--- src/rtl/morse_pkg.sv ---
`default_nettype none
// ============================================================================
//  morse_pkg
//  Shared definitions for the Morse encoder/decoder pair: the letter code
//  type, the decoder state encoding, the element-store depth, and the
//  letter lookup table. Both sides read the table from here.
//  Revision: 1.0  initial release
// ============================================================================
package morse_pkg;

    localparam int MAX_ELEMENTS = 4;

    typedef enum logic [2:0] {
        LETTER_A = 3'd0,
        LETTER_B = 3'd1,
        LETTER_C = 3'd2,
        LETTER_D = 3'd3,
        LETTER_E = 3'd4,
        LETTER_F = 3'd5,
        LETTER_G = 3'd6,
        LETTER_H = 3'd7
    } letter_t;

    typedef enum logic [1:0] {
        ST_IDLE  = 2'd0,
        ST_MARK  = 2'd1,
        ST_SPACE = 2'd2
    } state_t;

    typedef struct packed {
        logic    valid;
        letter_t letter;
    } lookup_t;

    // Elements are stored with the first one at bit count-1; a 0 is a dot
    // and a 1 is a dash. Bits above count-1 are masked off before matching.
    function automatic lookup_t morse_lookup(input logic [2:0] count,
                                             input logic [3:0] pattern);
        lookup_t    r;
        logic [3:0] mask;
        logic [3:0] key;
        // For count = 4 the shift yields 0 and the subtraction wraps to 4'b1111.
        mask     = (4'b0001 << count) - 4'b0001;
        key      = pattern & mask;
        r.valid  = 1'b1;
        r.letter = LETTER_A;
        case ({count, key})
            7'b010_0001: r.letter = LETTER_A;
            7'b100_1000: r.letter = LETTER_B;
            7'b100_1010: r.letter = LETTER_C;
            7'b011_0100: r.letter = LETTER_D;
            7'b001_0000: r.letter = LETTER_E;
            7'b100_0010: r.letter = LETTER_F;
            7'b011_0110: r.letter = LETTER_G;
            7'b100_0000: r.letter = LETTER_H;
            default:     r.valid  = 1'b0;
        endcase
        return r;
    endfunction

endpackage
`default_nettype wire

--- src/rtl/morse_decoder.sv ---
`default_nettype none
// ============================================================================
//  morse_decoder
//  Reassembles the strobed serial dot/dash stream from the Morse encoder and
//  reports the letter (A..H = 0..7) at each inter-letter gap, or flags a
//  malformed letter.
//
//  Ports
//    ClockIn      in   rising-edge clock
//    Reset        in   synchronous, active-high
//    DotDashIn    in   serial bit, 1 = mark, 0 = space
//    NewBitIn     in   strobe; DotDashIn is sampled only when high
//    LetterOut    out  last successfully decoded letter code (held)
//    LetterValid  out  one-cycle pulse on a good letter
//    ErrorOut     out  one-cycle pulse on a malformed letter
//    Busy         out  high while a letter is in progress
//  Revision: 1.0  initial release
// ============================================================================
module morse_decoder
    import morse_pkg::*;
#(
    parameter int DASH_LEN = 3
) (
    input  logic       ClockIn,
    input  logic       Reset,
    input  logic       DotDashIn,
    input  logic       NewBitIn,
    output logic [2:0] LetterOut,
    output logic       LetterValid,
    output logic       ErrorOut,
    output logic       Busy
);

    localparam int               RUN_W    = $clog2(DASH_LEN + 2);
    localparam logic [RUN_W-1:0] RUN_ONE  = RUN_W'(1);
    localparam logic [RUN_W-1:0] RUN_DASH = RUN_W'(DASH_LEN);
    localparam logic [RUN_W-1:0] RUN_MAX  = RUN_W'(DASH_LEN + 1);
    localparam logic [2:0]       CNT_MAX  = 3'(MAX_ELEMENTS);

    state_t           state, state_next;
    logic [RUN_W-1:0] run, run_next;
    logic [3:0]       pattern, pattern_next;
    logic [2:0]       count, count_next;
    logic             bad, bad_next;
    logic [2:0]       letter_next;
    logic             valid_next, error_next;
    logic             elem, elem_bad;
    lookup_t          hit;

    always_ff @(posedge ClockIn) begin
        if (Reset) begin
            state       <= ST_IDLE;
            run         <= '0;
            pattern     <= '0;
            count       <= '0;
            bad         <= 1'b0;
            LetterOut   <= '0;
            LetterValid <= 1'b0;
            ErrorOut    <= 1'b0;
        end else begin
            state       <= state_next;
            run         <= run_next;
            pattern     <= pattern_next;
            count       <= count_next;
            bad         <= bad_next;
            LetterOut   <= letter_next;
            LetterValid <= valid_next;
            ErrorOut    <= error_next;
        end
    end

    always_comb begin
        state_next   = state;
        run_next     = run;
        pattern_next = pattern;
        count_next   = count;
        bad_next     = bad;
        letter_next  = LetterOut;
        valid_next   = 1'b0;
        error_next   = 1'b0;

        // A mark run is a dash only at exactly DASH_LEN; the saturating
        // counter keeps over-long marks from wrapping back to a "dot".
        elem     = (run == RUN_DASH);
        elem_bad = (run != RUN_ONE) && (run != RUN_DASH);
        hit      = morse_lookup(count, pattern);

        if (NewBitIn) begin
            case (state)
                ST_IDLE: begin
                    if (DotDashIn) begin
                        state_next   = ST_MARK;
                        run_next     = RUN_ONE;
                        pattern_next = '0;
                        count_next   = '0;
                        bad_next     = 1'b0;
                    end
                end
                ST_MARK: begin
                    if (DotDashIn) begin
                        if (run != RUN_MAX) begin
                            run_next = run + RUN_ONE;
                        end
                    end else begin
                        state_next = ST_SPACE;
                        if (elem_bad) begin
                            bad_next = 1'b1;
                        end
                        // Overflow freezes the store and marks the letter bad.
                        if (count == CNT_MAX) begin
                            bad_next = 1'b1;
                        end else begin
                            pattern_next = {pattern[2:0], elem};
                            count_next   = count + 3'd1;
                        end
                    end
                end
                ST_SPACE: begin
                    if (DotDashIn) begin
                        state_next = ST_MARK;
                        run_next   = RUN_ONE;
                    end else begin
                        state_next = ST_IDLE;
                        if (bad || !hit.valid) begin
                            error_next = 1'b1;
                        end else begin
                            valid_next  = 1'b1;
                            letter_next = hit.letter;
                        end
                    end
                end
                default: state_next = ST_IDLE;
            endcase
        end
    end

    assign Busy = (state != ST_IDLE);

endmodule
`default_nettype wire

--- config.mk ---
export PLATFORM = sky130hd
export DESIGN_NAME = morse_decoder
export DESIGN_NICKNAME = d
export VERILOG_FILES = /design/src/rtl/morse_pkg.sv /design/src/rtl/morse_decoder.sv
export SDC_FILE = /design/constraint.sdc
export NUM_CORES = 1
export LEC_CHECK = 0
export CORE_MARGIN = 4
export CORE_UTILIZATION = 42
export CTS_CLUSTER_SIZE = 20
export DETAILED_ROUTE_END_ITERATION = 10
export PLACE_DENSITY = 0.7
export SLEW_MARGIN = 0
export SYNTH_ARGS = -nofsm -noshare
export SYNTH_HDL_FRONTEND = slang
export SYNTH_SLANG_ARGS = --single-unit
--- constraint.sdc ---
create_clock -name ClockIn -period 4.3 [get_ports ClockIn]
set_input_delay 0.43 -clock ClockIn [delete_from_list [all_inputs] [get_ports ClockIn]]
set_output_delay 0.43 -clock ClockIn [all_outputs]
set_load 0.01 [all_outputs]
=== After elaboration in Yosys (flattened, before gate mapping) ===
Index checks and enable logic that the tools add are counted.

* Register bits: 18
* Input bits: 4
* Output and inout port bits: 6
* Logic and storage cells: 79

* Add/subtract/negate cells: 3
* Equality and inequality tests: 22
* Shift-type cells: 1
* Mux-type cells: 25
* Bitwise gates (word level): 5
* Reduce and logical (&&, ||, !) cells: 15

{| class="wikitable"
|+ Operators by type and width
! kind !! number
|-
| $eq 7x7->1 const B || 4
|-
| $eq 7x6->1 const B || 3
|-
| $pmux 3 s7 || 1
|-
| $mux 3 || 6
|-
| $reduce_and 5->1 || 3
|-
| $mux 4 || 3
|-
| $pmux 3 s2 || 2
|-
| $ne 2x2->1 const B || 5
|-
| $mux 1 || 8
|-
| $pmux 4 s2 || 1
|-
| $reduce_or 8->1 || 1
|-
| $eq 7x5->1 const B || 1
|-
| $add 3x1->3 const B || 2
|-
| $ne 3x3->1 const B || 2
|-
| $pmux 2 s3 || 1
|-
| $reduce_bool 2->1 || 3
|-
| $and 4x4->4 || 1
|-
| $mux 2 || 2
|-
| $not 1->1 || 4
|-
| $reduce_and 4->1 || 1
|-
| $reduce_or 4->1 || 1
|-
| $shl 1x3->4 const A || 1
|-
| $sub 4x1->4 const B || 1
|-
| $eq 3x2->1 const B || 1
|-
| other kinds (13) || 13
|}

=== Longest topological paths before layout ===
Gate-level depths: netlist of run 1.

* Depth in word-level cells: 10
* Gate-level depth with buffers: 11

=== Least setup slack after synthesis of run 1 ===
Ideal clock, no wire load.

* Path kind: reg-to-reg
* Start: register count[0]
* End: register LetterOut[2]
* Setup time: 0.121 ns
* Arrival time: 2.470 ns
* Data required time: 4.179 ns
* Path slack: 1.708 ns
* Stages on the path, launching flop included: 11
* Path buffers: 0
* Path through: dfxtp_1 > inv_1 > ha_1 > and2b_2 > inv_1 > ha_1 > nor2b_1 > mux2i_1 > and4b_4 > o41ai_4 > mux2_4

* Cells in the longest elaborated chain, start to end: 10

{| class="wikitable"
|+ RTL lines
! what !! line !! RTL
|-
| start: declaration || morse_decoder.sv:43 || <nowiki>logic [2:0] count, count_next;</nowiki>
|-
| start signal: assignment || morse_decoder.sv:64 || <nowiki>count <= count_next;</nowiki>
|-
| $shl 1x3->4 || morse_pkg.sv:43 || <nowiki>mask = (4'b0001 << count) - 4'b0001;</nowiki>
|-
| $sub 4x1->4 || morse_pkg.sv:43 ||
|-
| $and 4x4->4 || morse_pkg.sv:44 || <nowiki>key = pattern & mask;</nowiki>
|-
| $eq 7x7->1 (tied with other cells) || morse_pkg.sv:47 || <nowiki>case ({count, key})</nowiki>
|-
| $reduce_or 8->1 (no source line) || - ||
|-
| $mux 1 || morse_pkg.sv:47 ||
|-
| $logic_not 1->1 || morse_decoder.sv:124 || <nowiki>if (bad || !hit.valid) begin</nowiki>
|-
| $logic_or 1x1->1 || morse_decoder.sv:124 ||
|-
| $not 1->1 (no source line) || - ||
|-
| $reduce_and 4->1 (no source line) || - ||
|-
| end signal: assignment || morse_decoder.sv:66 || <nowiki>LetterOut <= letter_next;</nowiki>
|-
| end: declaration || morse_decoder.sv:28 || <nowiki>output logic [2:0] LetterOut,</nowiki>
|}

Parallel ways exist; a longest one is shown, timed or not.
A chain may end at the register's enable or synchronous reset.

=== Final worst setup path of run 1 ===
Same ends and word-level chain as after synthesis.

==> results.cfg, run 1 <==
[outcome]
outcome = complete, no violations

[clocking]
post_cts_resize_count = 0
numCtsBuffers = 3
cts_max_path_buffers = 2
worst_setup_hold_path_clk_slew_ns = 0.10
cts_num_sinks = 18
post_cts_buffers = 0
postCtsHoldBufs = 0
clock-root-buffer = clkbuf_4
worst_skew_late_latency_ns = 0.29
tritoncts = built
htree_levels = 1

[grt]
grt_antenna_before_repair = 0
grt_start_max_net_pins = 20
grt_pass1_wl_um = 4290
grt_usage_pct = 14.9
grt_pass1_vias = 1034
grt_overflow = 0

[final_layout]
areaGrowthSynthToFinish_pct = 12.7
ff_latch_area_um2 = 360
drive_above_1_share_pct = 8.50
num-fill-cells = 262
antennaDiodeCount = 0
num-nets-final = 168
postLayoutCellArea_um2 = 1310
multiInputGateArea_um2 = 741

[logic_synthesis]
synth_fp_nets = 158
syn_inst = 144
synth_enable_flop_cells = 0
synth_ff_type = dfxtp_1
synth.largest_area_cell = dfxtp_1
synth-adder-area-share_pct = 10.8
yosysWarnings = 0
synth-seq-area-share_pct = 31.0
synthTopCellsByCount = 18 x dfxtp_1, 17 x nor2_1, 14 x nand2_1
synthesized_area_fraction_occupied_by_ao_oa_aoi_and_oai_cells_pct = 19.9
synth_area_per_cell_um2 = 8.07
synthMostInstantiatedCell = dfxtp_1
main_combinational_cell_family_by_area_after_synthesis = simple AND/OR/NAND/NOR gates
yosys_cell_types = 40
mappedNetlistArea_um2 = 1160
synthMuxAreaShare_pct = 2.15
synthesized_area_fraction_occupied_by_xor_and_xnor_cells_pct = 1.51
postSynth.asyncResetShare_pct = 0
synth_area_leaders = dfxtp_1 31%, ha_1 11%, a21oi_1 5.6%, nor2_1 5.5%, nand2_1 4.5%
synth_simple_gate_area_share_pct = 29.4
synth-seq-cells = 18
post_synth_top_area_share_pct = 31.0

[critical_path]
timing.critical_path.required_ns = 4.49
endpoint_kind = flip-flop
worstSetupStartpoint = count[0]
critical_path.reg2reg.startpoint = count[0]
arrival_ns = 2.99
critical_path.max_fanout = 7
worst-setup-path-type = reg -> reg
crit_path_start_kind = flip-flop

[drt]
antenna_violating_nets_post_route = 0
vias = 1037
drt_iter0_drc = 60
drt_first_pass_iters = 4
drcViolationCount = 0
detail_route.wirelength_um = 2330
wl_per_cell_um = 12.7
routed_via_density = 5.67

[power]
power_internal_uw = 231
power.net_switching_uw = 68.1
switching_share_pct = 22.7
power_frac_clock_pct = 34.2
power.ir.vdd_worst_v = 0.000194
leakagePower_uw = 0.000499
total_power_uw = 300
comb_power_share_pct = 8.7
power.share.sequential_pct = 57.1
powerDensity_nw_per_um2 = 229

[floorplan]
floorplan.rows = 18
starting_utilization_of_the_core_area_pct = 45.3
fp.dieArea_um2 = 3670
die_height_um = 60.6
ios = 10
die_width_um = 60.6
floorplan.core_area_um2 = 2570

[flow_run]
max-cap-violations = 0

[place]
place_congestion = 0.860
placed_area_um2 = 1270
dpl.hpwl_um = 1820
portBuffers = 9

[timing]
timing.clock.skew_ns = 0.00116
holdWs_ns = 0.474
fin_setup_tns_ns = 0
max_clock_freq_ghz = 0.357
timing.final.crit_period_ns = 2.80
finalMaxSlewViolations = 0
unrepaired_setup_endpoints_after_global_routing = false
final-setup-viol-count = 0
hold_violations = 0
transition_time_at_the_pin_with_the_least_slew_margin_ns = 0.666
final.period_utilization_pct = 65.1
relSlewSlack_pct = 55.5

[min_path]
min-delay-path-class = reg -> reg
hold_start = LetterOut[0]
==> path summary, 6_finish.rpt <==
path,slack [ns],end,depth (start not counted)
setup / recovery,1.50,LetterOut[2],10
hold / removal,0.47,LetterOut[0],2
setup reg to reg,1.50,LetterOut[2],10
hold reg to reg,0.47,LetterOut[0],2
==> cell usage in the layout (no fill, tap or decap), types with 2 or more instances in the layout <==
| cell type | instances |
|---|---|
| nor2_1 | 17 |
| nand4_1 | 4 |
| a22oi_1 | 6 |
| nand2_1 | 14 |
| o21ai_0 | 4 |
| dfxtp_1 | 18 |
| or3_1 | 2 |
| clkbuf_4 | 3 |
| nor2b_1 | 6 |
| ha_1 | 10 |
| a21oi_1 | 13 |
| clkdlybuf4s50_1 | 9 |
| and2b_2 | 2 |
| inv_1 | 12 |
| nor3_1 | 3 |
| nand2b_1 | 5 |
==> kinds of logic after synthesis <==
family / after synthesis
compound gates: 33
buf+inv: 16
xor+xnor: 2
fa+ha+maj: 10
simple gates: 63
flops: 18
mux: 2
==> final cells by class <==
| cell class | instances | area share, % |
|---|---|---|
| Multi-Input combinational cell | 110 | 56.5 |
| Tap cell | 30 | 2.87 |
| Sequential cell | 18 | 27.5 |
| Clock buffer | 4 | 2.77 |
| Inverter | 12 | 3.44 |
| Timing Repair Buffer | 9 | 6.88 |
==> flip-flops by register name, summed over array words and instances (netlist names) <==
register     count
ErrorOut         1
LetterValid      1
pattern          4
LetterOut        3
state            2
bad              1
run              3
count            3
==> power groups by stage <==
stage	clock network [uW]	logic, uW	registers [uW]
after floorplan	0	17.8	174
after global placement	0	25.7	175
after detailed placement	0	26.1	175
after CTS	109	26.3	171
after global routing	114	30.0	171
final	102	26.1	171
==> worst max-delay path, stage by stage (launching register included) <==
cell and delay [ns]:
dfxtp_1 0.39, inv_1 0.09, ha_1 0.28, and2b_2 0.25
inv_1 0.06, ha_1 0.23, nor2b_1 0.26, mux2i_1 0.12
and4b_4 0.23, o41ai_4 0.44, mux2_4 0.33
==> metrics by stage <==
stage | cells | utilization (%) | worst slack, ns
after CTS | 183 | 51.0 | 1.51
final | 183 | 51.0 | 1.50
after floorplan | 144 | - | 1.71
after global placement | 179 | 49.6 | 1.61
after global routing | 183 | 51.0 | 1.35
after detailed placement | 179 | 49.6 | 1.52
==> routing by layer <==
metal	share of wire [%]	vias to the layer above	global-route usage, %	routed length [um]
li1	-	523	-	-
met2	47	20	24.4	1100
met1	48	492	20.1	1120
met3	4.4	2	3.19	102
met5	0	-	0	0
met4	0.43	0	3.41	10
No activity file was read; power rests on OpenSTA's default activity.
==> inputs of run 2 (changes only) <==
Clock period 4.3 ns to 2.8 ns, I/O delays scaled along.
==> run 2 against run 1 <==
Cell area grew 2.5%. Utilization grew 1.3 points. Sequential cell count is the same. Count of clock-buffer cells in the layout is the same. Sequential share of layout area shrank 0.57 points. Via count is essentially flat. Largest power group unchanged.
==> results.cfg, run 2 (synthesis gave the netlist of run 1 again) <==
[outcome]
outcome = complete, no violations

[final_layout]
drive_above_1_share_pct = 11.5
postLayoutCellArea_um2 = 1340
top_register = pattern
num-fill-cells = 256
num-nets-final = 171
areaGrowthSynthToFinish_pct = 15.5
layout_common_cells = 17 x dfxtp_1, 17 x nor2_1, 14 x nand2_1
antennaDiodeCount = 0
largest_register_ffs = 4

[drt]
detail_route.wirelength_um = 2470
routed_via_density = 5.58
drcViolationCount = 0
drt_first_pass_iters = 4
vias = 1038
antenna_violating_nets_post_route = 0
drt_iter0_drc = 47
wl_per_cell_um = 13.3

[critical_path]
critical_path.max_fanout = 5
arrival_ns = 2.85
timing.rr.end = LetterOut[2]
worst-setup-path-type = reg -> reg
reg2reg_slack_ns = 0.14
endpoint_kind = flip-flop
worst_r2r_path_depth = 10
critical_path.reg2reg.startpoint = count[1]
timing.critical_path.required_ns = 2.99
crit_path_start_kind = flip-flop
worstSetupStartpoint = count[1]

[floorplan]
die_height_um = 60.6
floorplan.core_area_um2 = 2570
ios = 10
fp.dieArea_um2 = 3670
starting_utilization_of_the_core_area_pct = 45.3
die_width_um = 60.6
floorplan.rows = 18

[grt]
global_route.peak_usage_layer = met2
grt_overflow = 0
grt_pass1_wl_um = 4000
grt_pass1_vias = 949
grtUsageMet2_pct = 24.0
gr-usage-met1_pct = 18.2
grt_antenna_before_repair = 0
grt_usage_pct = 14.0
grt_start_max_net_pins = 20
globalRouteMet3Util_pct = 3.40

[place]
dpl.hpwl_um = 1930
place_congestion = 0.900
placed_area_um2 = 1300
place_worst_setup_slack_ns = 0.0671
portBuffers = 9

[min_path]
min_delay_path_depth = 2
hold_start = LetterOut[1]
min-delay-path-class = reg -> reg
whs_endpoint = LetterOut[1]

[clocking]
htree_levels = 1
postCtsHoldBufs = 0
cts_max_path_buffers = 2
worst_skew_late_latency_ns = 0.29
post_cts_buffers = 0
worst_setup_hold_path_clk_slew_ns = 0.11
clock-root-buffer = clkbuf_4
cts_num_sinks = 18
tritoncts = built
post_cts_resize_count = 0
numCtsBuffers = 3

[timing]
final-setup-viol-count = 0
max_clock_freq_ghz = 0.375
relSlewSlack_pct = 66.4
transition_time_at_the_pin_with_the_least_slew_margin_ns = 0.505
finalMaxSlewViolations = 0
holdWs_ns = 0.466
hold_violations = 0
final.period_utilization_pct = 95.2
timing.clock.skew_ns = 0.00443
fin_setup_tns_ns = 0
timing.final.crit_period_ns = 2.66
post-route-worst-setup-slack_ns = 0.136

[power]
total_power_uw = 464
power.ir.vdd_worst_v = 0.000357
leakagePower_uw = 0.000515
powerDensity_nw_per_um2 = 345

[flow_run]
max-cap-violations = 0
-- run 2: cell types whose count changed in the layout (fill, tap and decap cells not counted), sizes merged --
cell / delta
buf: +3
-- run 2: final cells by class --
| type | instances | area [um^2] | share of cell area (%) |
|---|---|---|---|
| Clock buffer | 4 | 36.3 | 2.70 |
| Inverter | 12 | 45.0 | 3.36 |
| Multi-Input combinational cell | 110 | 749 | 55.8 |
| Sequential cell | 18 | 362 | 26.9 |
| Tap cell | 30 | 37.5 | 2.80 |
| Timing Repair Buffer | 12 | 113 | 8.39 |
-- run 2: worst max path at each step --
stage | to | cells after the start
final | LetterOut[2] | 10
after global routing | LetterOut[2] | 10
after CTS | LetterOut[2] | 10
after detailed placement | LetterOut[2] | 10
after global placement | LetterOut[2] | 10
after floorplan | LetterOut[2] | 10
-- run 2: routing by layer --
layer	share of wire, %	wire length [um]
met1	47	1150
met5	0	0
met2	48	1180
met4	1.1	26
met3	4.7	117
-- run 2: power by group --
| group | internal (uW) | switching, uW | leakage, uW |
|---|---|---|---|
| registers | 259 | 3.75 | 0.000146 |
| logic | 19.0 | 23.2 | 0.000348 |
| clock network | 79.1 | 79.7 | 0.0000210 |
-- run 2: worst max-delay path, cell delays in order, from the launching register on --
cell and delay, ns:
dfxtp_1 0.39, inv_1 0.08, ha_1 0.19, and2b_2 0.22, inv_1 0.07, ha_1 0.25, nand2b_1 0.22, nand4_1 0.14
o22ai_1 0.15, o41ai_4 0.53, mux2_4 0.33
-- run 2: per-stage QoR --
stage | util, % | std cells
2_1_floorplan | - | 144
6_report | 52.3 | 186
4_1_cts | 51.9 | 186
3_3_place_gp | 50.5 | 182
5_1_grt | 52.3 | 186
3_5_place_dp | 50.5 | 182
